===== src/rtl/alu_pkg.sv =====
// Shared ALU control codes, requester ids and the legal-opcode check used by the
// arbiter and the ALU core.
package alu_pkg;

   localparam logic [3:0] ALU_AND = 4'b0000;
   localparam logic [3:0] ALU_OR  = 4'b0001;
   localparam logic [3:0] ALU_ADD = 4'b0010;
   localparam logic [3:0] ALU_SUB = 4'b0110;
   localparam logic [3:0] ALU_SLT = 4'b0111;
   localparam logic [3:0] ALU_NOR = 4'b1100;

   localparam logic REQ_EX  = 1'b0;
   localparam logic REQ_AUX = 1'b1;

   function automatic logic is_legal_alu_op(input logic [3:0] ctrl);
      case (ctrl)
         ALU_AND, ALU_OR, ALU_ADD, ALU_SUB, ALU_SLT, ALU_NOR: return 1'b1;
         default: return 1'b0;
      endcase
   endfunction

endpackage


===== src/rtl/alu_arb_grant.sv =====
// Fixed-priority grant for the shared ALU: requester 0 wins unless requester 1
// has been denied for MAX_WAIT cycles, in which case requester 1 is forced through.
module alu_arb_grant
   import alu_pkg::*;
#(
   parameter int MAX_WAIT = 4
) (
   input  logic       clk_i,
   input  logic       reset_i,
   input  logic       req0_valid_i,
   input  logic       req1_valid_i,
   output logic [1:0] grant_o
);

   localparam logic [3:0] MAX_WAIT_C = 4'(MAX_WAIT);

   logic [3:0] wait_cnt_q;
   logic [3:0] wait_cnt_d;
   logic       force_aux;

   // Grant selection; nothing is granted while reset is held.
   always_comb begin
      force_aux = req1_valid_i && (wait_cnt_q == MAX_WAIT_C);
      grant_o   = 2'b00;
      if (reset_i) begin
         grant_o = 2'b00;
      end else if (force_aux) begin
         grant_o[REQ_AUX] = 1'b1;
      end else if (req0_valid_i) begin
         grant_o[REQ_EX] = 1'b1;
      end else if (req1_valid_i) begin
         grant_o[REQ_AUX] = 1'b1;
      end else begin
         grant_o = 2'b00;
      end
   end

   // Starvation counter: counts denied cycles of requester 1, saturating.
   always_comb begin
      wait_cnt_d = wait_cnt_q;
      if (!req1_valid_i || grant_o[REQ_AUX]) begin
         wait_cnt_d = 4'd0;
      end else if (wait_cnt_q < MAX_WAIT_C) begin
         wait_cnt_d = wait_cnt_q + 4'd1;
      end else begin
         wait_cnt_d = wait_cnt_q;
      end
   end

   // Counter register.
   always_ff @(posedge clk_i) begin
      if (reset_i) begin
         wait_cnt_q <= 4'd0;
      end else begin
         wait_cnt_q <= wait_cnt_d;
      end
   end

endmodule


===== src/rtl/alu_arbiter.sv =====
// Two-requester front end for the shared ALU: arbitrates, registers operands,
// drives the ALU and returns a registered, requester-tagged result (latency 2).
module alu_arbiter
   import alu_pkg::*;
#(
   parameter int WIDTH    = 32,
   parameter int MAX_WAIT = 4
) (
   input  logic             clk,
   input  logic             reset,
   input  logic             req0_valid,
   input  logic [3:0]       req0_ctrl,
   input  logic [WIDTH-1:0] req0_a,
   input  logic [WIDTH-1:0] req0_b,
   output logic             req0_ready,
   input  logic             req1_valid,
   input  logic [3:0]       req1_ctrl,
   input  logic [WIDTH-1:0] req1_a,
   input  logic [WIDTH-1:0] req1_b,
   output logic             req1_ready,
   output logic [3:0]       alu_ctrl,
   output logic [WIDTH-1:0] alu_a,
   output logic [WIDTH-1:0] alu_b,
   input  logic [WIDTH-1:0] alu_out,
   input  logic             alu_zero,
   output logic [1:0]       rsp_valid,
   output logic [WIDTH-1:0] rsp_data,
   output logic             rsp_zero,
   output logic             rsp_err
);

   logic [1:0]       grant;

   logic             op_valid_q, op_valid_d;
   logic             op_id_q, op_id_d;
   logic [3:0]       op_ctrl_q, op_ctrl_d;
   logic [WIDTH-1:0] op_a_q, op_a_d;
   logic [WIDTH-1:0] op_b_q, op_b_d;

   logic [1:0]       rsp_valid_q, rsp_valid_d;
   logic [WIDTH-1:0] rsp_data_q, rsp_data_d;
   logic             rsp_zero_q, rsp_zero_d;
   logic             rsp_err_q, rsp_err_d;

   alu_arb_grant #(
      .MAX_WAIT (MAX_WAIT)
   ) u_grant (
      .clk_i        (clk),
      .reset_i      (reset),
      .req0_valid_i (req0_valid),
      .req1_valid_i (req1_valid),
      .grant_o      (grant)
   );

   assign req0_ready = grant[REQ_EX];
   assign req1_ready = grant[REQ_AUX];

   // Operand registers are zeroed when nothing transfers, so the ALU sees 0s when idle.
   assign alu_ctrl = op_ctrl_q;
   assign alu_a    = op_a_q;
   assign alu_b    = op_b_q;

   assign rsp_valid = rsp_valid_q;
   assign rsp_data  = rsp_data_q;
   assign rsp_zero  = rsp_zero_q;
   assign rsp_err   = rsp_err_q;

   // Stage A: select the granted payload for the operand registers.
   always_comb begin
      op_valid_d = 1'b0;
      op_id_d    = REQ_EX;
      op_ctrl_d  = 4'b0000;
      op_a_d     = '0;
      op_b_d     = '0;
      if (grant[REQ_EX]) begin
         op_valid_d = 1'b1;
         op_id_d    = REQ_EX;
         op_ctrl_d  = req0_ctrl;
         op_a_d     = req0_a;
         op_b_d     = req0_b;
      end else if (grant[REQ_AUX]) begin
         op_valid_d = 1'b1;
         op_id_d    = REQ_AUX;
         op_ctrl_d  = req1_ctrl;
         op_a_d     = req1_a;
         op_b_d     = req1_b;
      end else begin
         op_valid_d = 1'b0;
      end
   end

   // Stage B: capture the ALU result; unsupported codes report 0/zero with err.
   always_comb begin
      rsp_valid_d = 2'b00;
      rsp_data_d  = rsp_data_q;
      rsp_zero_d  = rsp_zero_q;
      rsp_err_d   = rsp_err_q;
      if (op_valid_q) begin
         rsp_valid_d[op_id_q] = 1'b1;
         if (is_legal_alu_op(op_ctrl_q)) begin
            rsp_data_d = alu_out;
            rsp_zero_d = alu_zero;
            rsp_err_d  = 1'b0;
         end else begin
            rsp_data_d = '0;
            rsp_zero_d = 1'b1;
            rsp_err_d  = 1'b1;
         end
      end else begin
         rsp_valid_d = 2'b00;
      end
   end

   // Pipeline registers; reset discards anything in flight.
   always_ff @(posedge clk) begin
      if (reset) begin
         op_valid_q  <= 1'b0;
         op_id_q     <= REQ_EX;
         op_ctrl_q   <= 4'b0000;
         op_a_q      <= '0;
         op_b_q      <= '0;
         rsp_valid_q <= 2'b00;
         rsp_data_q  <= '0;
         rsp_zero_q  <= 1'b0;
         rsp_err_q   <= 1'b0;
      end else begin
         op_valid_q  <= op_valid_d;
         op_id_q     <= op_id_d;
         op_ctrl_q   <= op_ctrl_d;
         op_a_q      <= op_a_d;
         op_b_q      <= op_b_d;
         rsp_valid_q <= rsp_valid_d;
         rsp_data_q  <= rsp_data_d;
         rsp_zero_q  <= rsp_zero_d;
         rsp_err_q   <= rsp_err_d;
      end
   end

endmodule


===== config.mk =====
export PLATFORM = sky130hd
export DESIGN_NAME = alu_arbiter
export DESIGN_NICKNAME = d
export VERILOG_FILES = /design/src/rtl/alu_pkg.sv /design/src/rtl/alu_arb_grant.sv /design/src/rtl/alu_arbiter.sv
export SDC_FILE = /design/constraint.sdc
export NUM_CORES = 1
export LEC_CHECK = 0
export BUFFER_PORTS_ARGS = -buffer_cell sky130_fd_sc_hd__clkbuf_2
export CELL_PAD_IN_SITES_DETAIL_PLACEMENT = 0
export CELL_PAD_IN_SITES_GLOBAL_PLACEMENT = 2
export CORE_ASPECT_RATIO = 2
export CORE_MARGIN = 2
export CORE_UTILIZATION = 20
export DETAILED_ROUTE_END_ITERATION = 8
export PLACE_DENSITY = 0.83
export SETUP_SLACK_MARGIN = 0.15
export SLEW_MARGIN = 20
export SYNTH_ARGS = -nofsm -noshare
export SYNTH_HDL_FRONTEND = slang
export SYNTH_SLANG_ARGS = --single-unit

===== constraint.sdc =====
create_clock -name clk -period 1.59 [get_ports clk]
set_clock_uncertainty 0.2 [all_clocks]
set_input_delay 0.0795 -clock clk [delete_from_list [all_inputs] [get_ports clk]]
set_output_delay 0.0795 -clock clk [all_outputs]
set_load 0.05 [all_outputs]

==> results.toml, run 1 <==
[layout]
final_layout_size_suffix_gt1_frac = 0.4516
final_common_cell = "clkbuf_2"
n_antenna_cell = 0
seq_area_sq_um = 2215
fin_nets = 1038
fin_cells = 1127
area_growth_pct = 125.5
fin_area_sq_um = 8895
utilization = 0.4592
layout_common_cells = "276 x clkbuf_2, 171 x dlygate4sd3_1, 104 x dfxtp_1"
fillers = 1763
multiInputGateArea_sq_um = 1853

[setup_path]
worst_path_max_delay_cell = "dfxtp_2"
cp.required_ns = 1.31
start_kind = "flip-flop"
critPathMaxFanout = 3
path_buf_inv = 4
critical_path_class = "reg2out"
cp_top_family = "buffers and inverters"
r2r_start = "u_grant.wait_cnt_q[0]"
r2r-end = "alu_b[0]"
critPathCapture = "req1_ready"
cpMostUsedCell = "buf_12"
crit_path_end_kind = "output port"
rrSetupSlack_ns = -0.32
worstPathArrival_ns = 1.64
max_stage_delay_ns = 0.33
worst-r2r-cell-count = 10
cp.depth = 7
crit_chain = "inv_2 > ha_4 > nand3b_4 > a211oi_4 > buf_12 > buf_12 > buf_12"
worstSetupStartpoint = "u_grant.wait_cnt_q[0]"

[timing]
fin_crit_ns = 1.919
rsz0062_at_grt = "true"
slew_headroom = 0.7179
post-route-period-util = 1.207
finalSetupViolCount = 73
hold_viol_final = 0
setup_ws_ns = -0.3290
tightest_slew_ns = 0.4232
fin_tns_setup_ns = -19.34
max_freq_mhz = 521.1
drv_slew = 0

[clocking]
clk_pin_slew_ns = 0.08
cts.htree.levels = 3
clock_sinks = 110
cts_root_buf = "clkbuf_16"
tritoncts = "yes"
clock_path_buffers = 2
clk_latency_ns = 0.36
cts-buffers-inserted = 9

[grt]
grt_pass1_wl_um = 26530
antenna_found_initial = 0
gr-total-overflow = 0
grt_usage = 0.1700
grt_pass1_vias = 5030
grt_max_degree = 40

[yosys]
synth_area_sq_um = 3944
postSynth.asyncResetShare = 0
ys.flop_type = "dfxtp_1"
yosysUniqueCellTypes = 29
synth_nets = 554
syn_area_per_cell_sq_um = 10.41
synth_seq_area_share = 0.5584
synth-warning-count = 0
ys_seq_elements = 110
synth_edf_count = 0
syn_inst = 379

[routing]
wl_per_cell_um = 17.30
vias = 4929
first_iter_violations = 92
met1Wirelength_um = 6831
drc_errors = 0
wl_met2_um = 10550
firstDrtPassIters = 4
routed_via_density = 4.374
dr.max_layer_used = "met4"
wl_met3_um = 1412
antenna_left = 0
wirelength_um = 19500

[die]
die_x_um = 103.3
die-height_um = 202.6
num_rows = 72
core_area_sq_um = 19370
ios = 279
dieArea_sq_um = 20930
start_util = 0.2036

[power]
ir_worst_vdd_uv = 625.1
power.density_nw_per_um2 = 837.5
leakage_uw = 0.004021

[status]
status = "finished, violations left"
violations = "negative setup slack"

[place]
dpl_cell_area_sq_um = 5843
dp_hpwl_um = 11230
dp_cells = 902
place_congestion = 0.7530
dp_slack_ns = -0.09292
io_buffers = 278

[min_path]
hold_path_startpoint = "reset"
hold_depth = 3
min_path_type = "in2reg"

[run]
max_cap_viol_count = 0
## worst min-delay path, stage by stage
cell	delay, ns
clkbuf_2	0.15
dlymetal6s4s_1	0.25
a211oi_1	0.07
## sequential cells by signal (all words and copies together), names as in the netlist
signal	cells
alu_a	32
alu_b	32
alu_ctrl	4
op_id_q	1
op_valid_q	1
rsp_data	32
rsp_err	1
rsp_valid	2
rsp_zero	1
u_grant.wait_cnt_q	4
## how the worst min path moves through the flow
| stage | to | slack, ns |
|---|---|---|
| floorplan | op_id_q | -0.02 |
| global placement | alu_b[29] | 0.09 |
| detailed placement | alu_b[23] | 0.09 |
| CTS | u_grant.wait_cnt_q[2] | 0.15 |
| global route | op_id_q | 0.05 |
| finish | op_id_q | 0.03 |
## cell usage after synthesis (3+ instances only)
| library cell | n | area share |
|---|---|---|
| buf_2 | 21 | 0.027 |
| nand2b_1 | 3 | 0.0048 |
| nand2_1 | 33 | 0.031 |
| buf_1 | 3 | 0.0029 |
| a31oi_1 | 32 | 0.051 |
| dfxtp_1 | 110 | 0.56 |
| a22o_1 | 68 | 0.15 |
| clkbuf_1 | 11 | 0.010 |
| o21ai_0 | 33 | 0.042 |
| nor3b_1 | 34 | 0.065 |
| inv_1 | 6 | 0.0057 |
| and3_1 | 3 | 0.0048 |
| nor2_1 | 4 | 0.0038 |
## logic make-up (layout without fill, tap and decap cells)
kind of cell    after synthesis  in the layout  synth area share
compound gates              139            139            0.2563
buf+inv                      43            532           0.05044
simple gates                 83             83            0.1234
fa+ha+maj                     2              2          0.006344
xor+xnor                      1              1          0.002221
mux                           1              1          0.002855
flops                       110            110            0.5584
## stage by stage
stage | hold slack [ns] | total power, uW
finish | 0.03256 | 7449
global route | 0.04628 | 7750
CTS | 0.1491 | 7353
detailed placement | 0.09110 | 4455
global placement | 0.08991 | 4449
floorplan | -0.02148 | 3920
## power breakdown
part	total, uW	switching (uW)	leakage (uW)	internal (uW)
registers	2980	67.4	0.000909	2920
logic	2060	1140	0.00296	914
clock network	2410	1150	0.000151	1260
## layer usage
layer  vias up  GRT usage
li1       2372          -
met1      2237     0.1752
met2       286     0.3043
met3        34    0.05577
met4         0    0.07331
met5         -          0
## final cells by class
type / count / share of cell area
multi-input cells: 226 / 0.2083
repair buffers: 510 / 0.4694
flip-flops and latches: 110 / 0.2490
clock inverters: 6 / 0.008581
well taps: 259 / 0.03643
inverters: 6 / 0.002532
clock buffers: 10 / 0.02574
## repair_timing
item                                    4_1_cts  5_1_grt
buffers inserted                             13        7
endpoints found under the hold margin       107        6
hold buffers                                172        1
gates cloned                                  8        9
pin swaps                                     4       31
endpoints found under the setup margin       74      108
resized for setup                            23       71
(Power assumes the default switching activity.)
==> run 2, diff against run 1 <==
- CORE_UTILIZATION: 20 -> 21
- SYNTH_HIERARCHICAL: not set -> 1
==> results.toml, run 2 <==
[yosys]
synth_seq_area_share = 0.5110
synth-warning-count = 6
ys.flop_type = "dfxtp_1"
synth_nets = 595
yosysUniqueCellTypes = 30
ys_seq_elements = 110
netlist.area_leader.share = 0.5110
postSynth.asyncResetShare = 0
syn_area_per_cell_sq_um = 10.26
synth_area_leaders = "dfxtp_1 51%, a22o_1 14%, nand3b_1 5.7%"
synth_most_common_cell = "dfxtp_1"
synth_area_sq_um = 4309
syn_inst = 420
synthTopCellsByCount = "110 x dfxtp_1, 68 x a22o_1, 35 x nor2_1"
synth_edf_count = 0
yosysTopAreaCell = "dfxtp_1"

[setup_path]
worstPathArrival_ns = 2.11
start_kind = "flip-flop"
critPathMaxFanout = 52
crit_path_end_kind = "flip-flop"
critical_path_class = "reg2reg"
cp.required_ns = 1.63

[timing]
hold_viol_final = 0
post-route-period-util = 1.298
drv_slew = 0
slew_headroom = 0.7819
fin_crit_ns = 2.063
max_freq_mhz = 484.7
hold_slack_ns = 0.07847
rsz0062_at_grt = "true"
tightest_slew_ns = 0.3286
setup_ws_ns = -0.4731
finalSetupViolCount = 105

[clocking]
tritoncts = "yes"
clk_latency_ns = 0.35
clock_path_buffers = 2
clk_pin_slew_ns = 0.08
cts-buffers-inserted = 9
clock_sinks = 110
cts_root_buf = "clkbuf_16"
cts.htree.levels = 3

[place]
dp_slack_ns = -0.3111
dpl_cell_area_sq_um = 6176
dp_hpwl_um = 11580
place_congestion = 0.7422
io_buffers = 278

[routing]
firstDrtPassIters = 6
drc_errors = 0
antenna_left = 0
first_iter_violations = 178
vias = 5238
routed_via_density = 4.523
wl_per_cell_um = 16.79
wirelength_um = 19440

[layout]
seq_area_sq_um = 2221
fin_area_sq_um = 8758
area_growth_pct = 103.3
layout_common_cells = "276 x clkbuf_2, 171 x dlygate4sd3_1, 103 x dfxtp_1"
multiInputGateArea_sq_um = 1991
n_antenna_cell = 0
final_common_cell = "clkbuf_2"
fillers = 1916
fin_nets = 1062
final_layout_size_suffix_gt1_frac = 0.4193

[grt]
grt_max_degree = 58
grt_pass1_wl_um = 28480
grt_usage = 0.1671
gr-total-overflow = 0
grt_pass1_vias = 5468
antenna_found_initial = 0

[power]
ir_worst_vdd_uv = 633.3
clkPwrFrac = 0.337
power.density_nw_per_um2 = 765.2
leakage_uw = 0.004049
power.share.combinational = 0.228
seqPwrFrac = 0.435
switching_power_uw = 2009
p_int_uw = 4693
switching_share = 0.2998

[die]
dieArea_sq_um = 21750
die_x_um = 105.3
ios = 279
die-height_um = 206.6
start_util = 0.2125
num_rows = 74
core_area_sq_um = 20280

[status]
status = "finished, violations left"
violations = "negative setup slack"

[run]
max_cap_viol_count = 0

[min_path]
min_path_type = "in2reg"
[run 2: cell count changes in the layout (fill, tap and decap cells not counted), moves of 4 or more]
cell	change
a31oi_1	-18
nand2_1	-32
nor4_1	+27
buf_4	+4
nand3b_1	+32
buf_12	-5
o21ai_1	-23
or3_1	+33
o21ai_2	-6
nor2_1	+30
a31oi_4	-14
[run 2: timing repair]
| item | in CTS | in global routing |
|---|---|---|
| buffers inserted | 9 | 3 |
| gates cloned | 4 | 7 |
| endpoints found under the hold margin | 105 | 0 |
| resized for setup | 24 | 20 |
| endpoints found under the setup margin | 107 | 107 |
| pin swaps | 8 | 35 |
| hold buffers | 171 | 0 |
[run 2: worst max-delay path: stages (launching register included)]
cell	delay [ns]
dfxtp_2	0.34
inv_2	0.04
ha_4	0.14
and3b_2	0.24
buf_4	0.14
o211a_4	0.24
nor3b_4	0.16
buf_12	0.19
a22o_1	0.22
[run 2: worst paths after layout]
kind	startpoint	to	slack, ns	cells past startpoint
hold reg to reg	op_id_q	rsp_valid[0]	0.23	1
setup reg to reg	u_grant/wait_cnt_q[1]	alu_b[25]	-0.47	8
setup / recovery	u_grant/wait_cnt_q[1]	alu_b[25]	-0.47	8
hold / removal	req1_valid	op_valid_q	0.08	5
[run 2: logic make-up after synthesis]
kind of cell / after synthesis / synth area share
simple gates: 179 / 0.2634
flops: 110 / 0.5110
fa+ha+maj: 2 / 0.005806
compound gates: 78 / 0.1582
buf+inv: 51 / 0.06155
[run 2: metal layers]
layer | global-route usage | vias to the layer above | share of wire
met1 | 0.1637 | 2452 | 0.33
li1 | - | 2487 | -
met4 | 0.09952 | 0 | 0.043
met5 | 0 | - | 0
met2 | 0.3166 | 259 | 0.56
met3 | 0.03642 | 40 | 0.063
[run 2: power by group through the flow]
stage	logic, uW	clock network (uW)	registers, uW
finish	1530	2260	2920
global placement	1060	0	2980
detailed placement	1060	0	2980
CTS	1450	2370	2920
floorplan	268	0	3350
global route	1610	2450	2930
[run 2: cell type report]
type | instances | area share
clock buffers | 10 | 0.02614
repair buffers | 501 | 0.4453
flip-flops and latches | 110 | 0.2536
inverters | 6 | 0.002571
well taps | 266 | 0.03800
clock inverters | 6 | 0.007143
multi-input cells | 259 | 0.2273
[run 2: metrics by stage]
stage | setup TNS [ns] | total power (uW) | util | cells
after floorplan | -46.72 | 3614 | - | 420
after global placement | -20.28 | 4040 | 0.3046 | 948
after detailed placement | -21.11 | 4045 | 0.3046 | 948
after CTS | -26.91 | 6733 | 0.4168 | 1148
after global routing | -38.57 | 6994 | 0.4319 | 1158
final | -32.32 | 6702 | 0.4319 | 1158
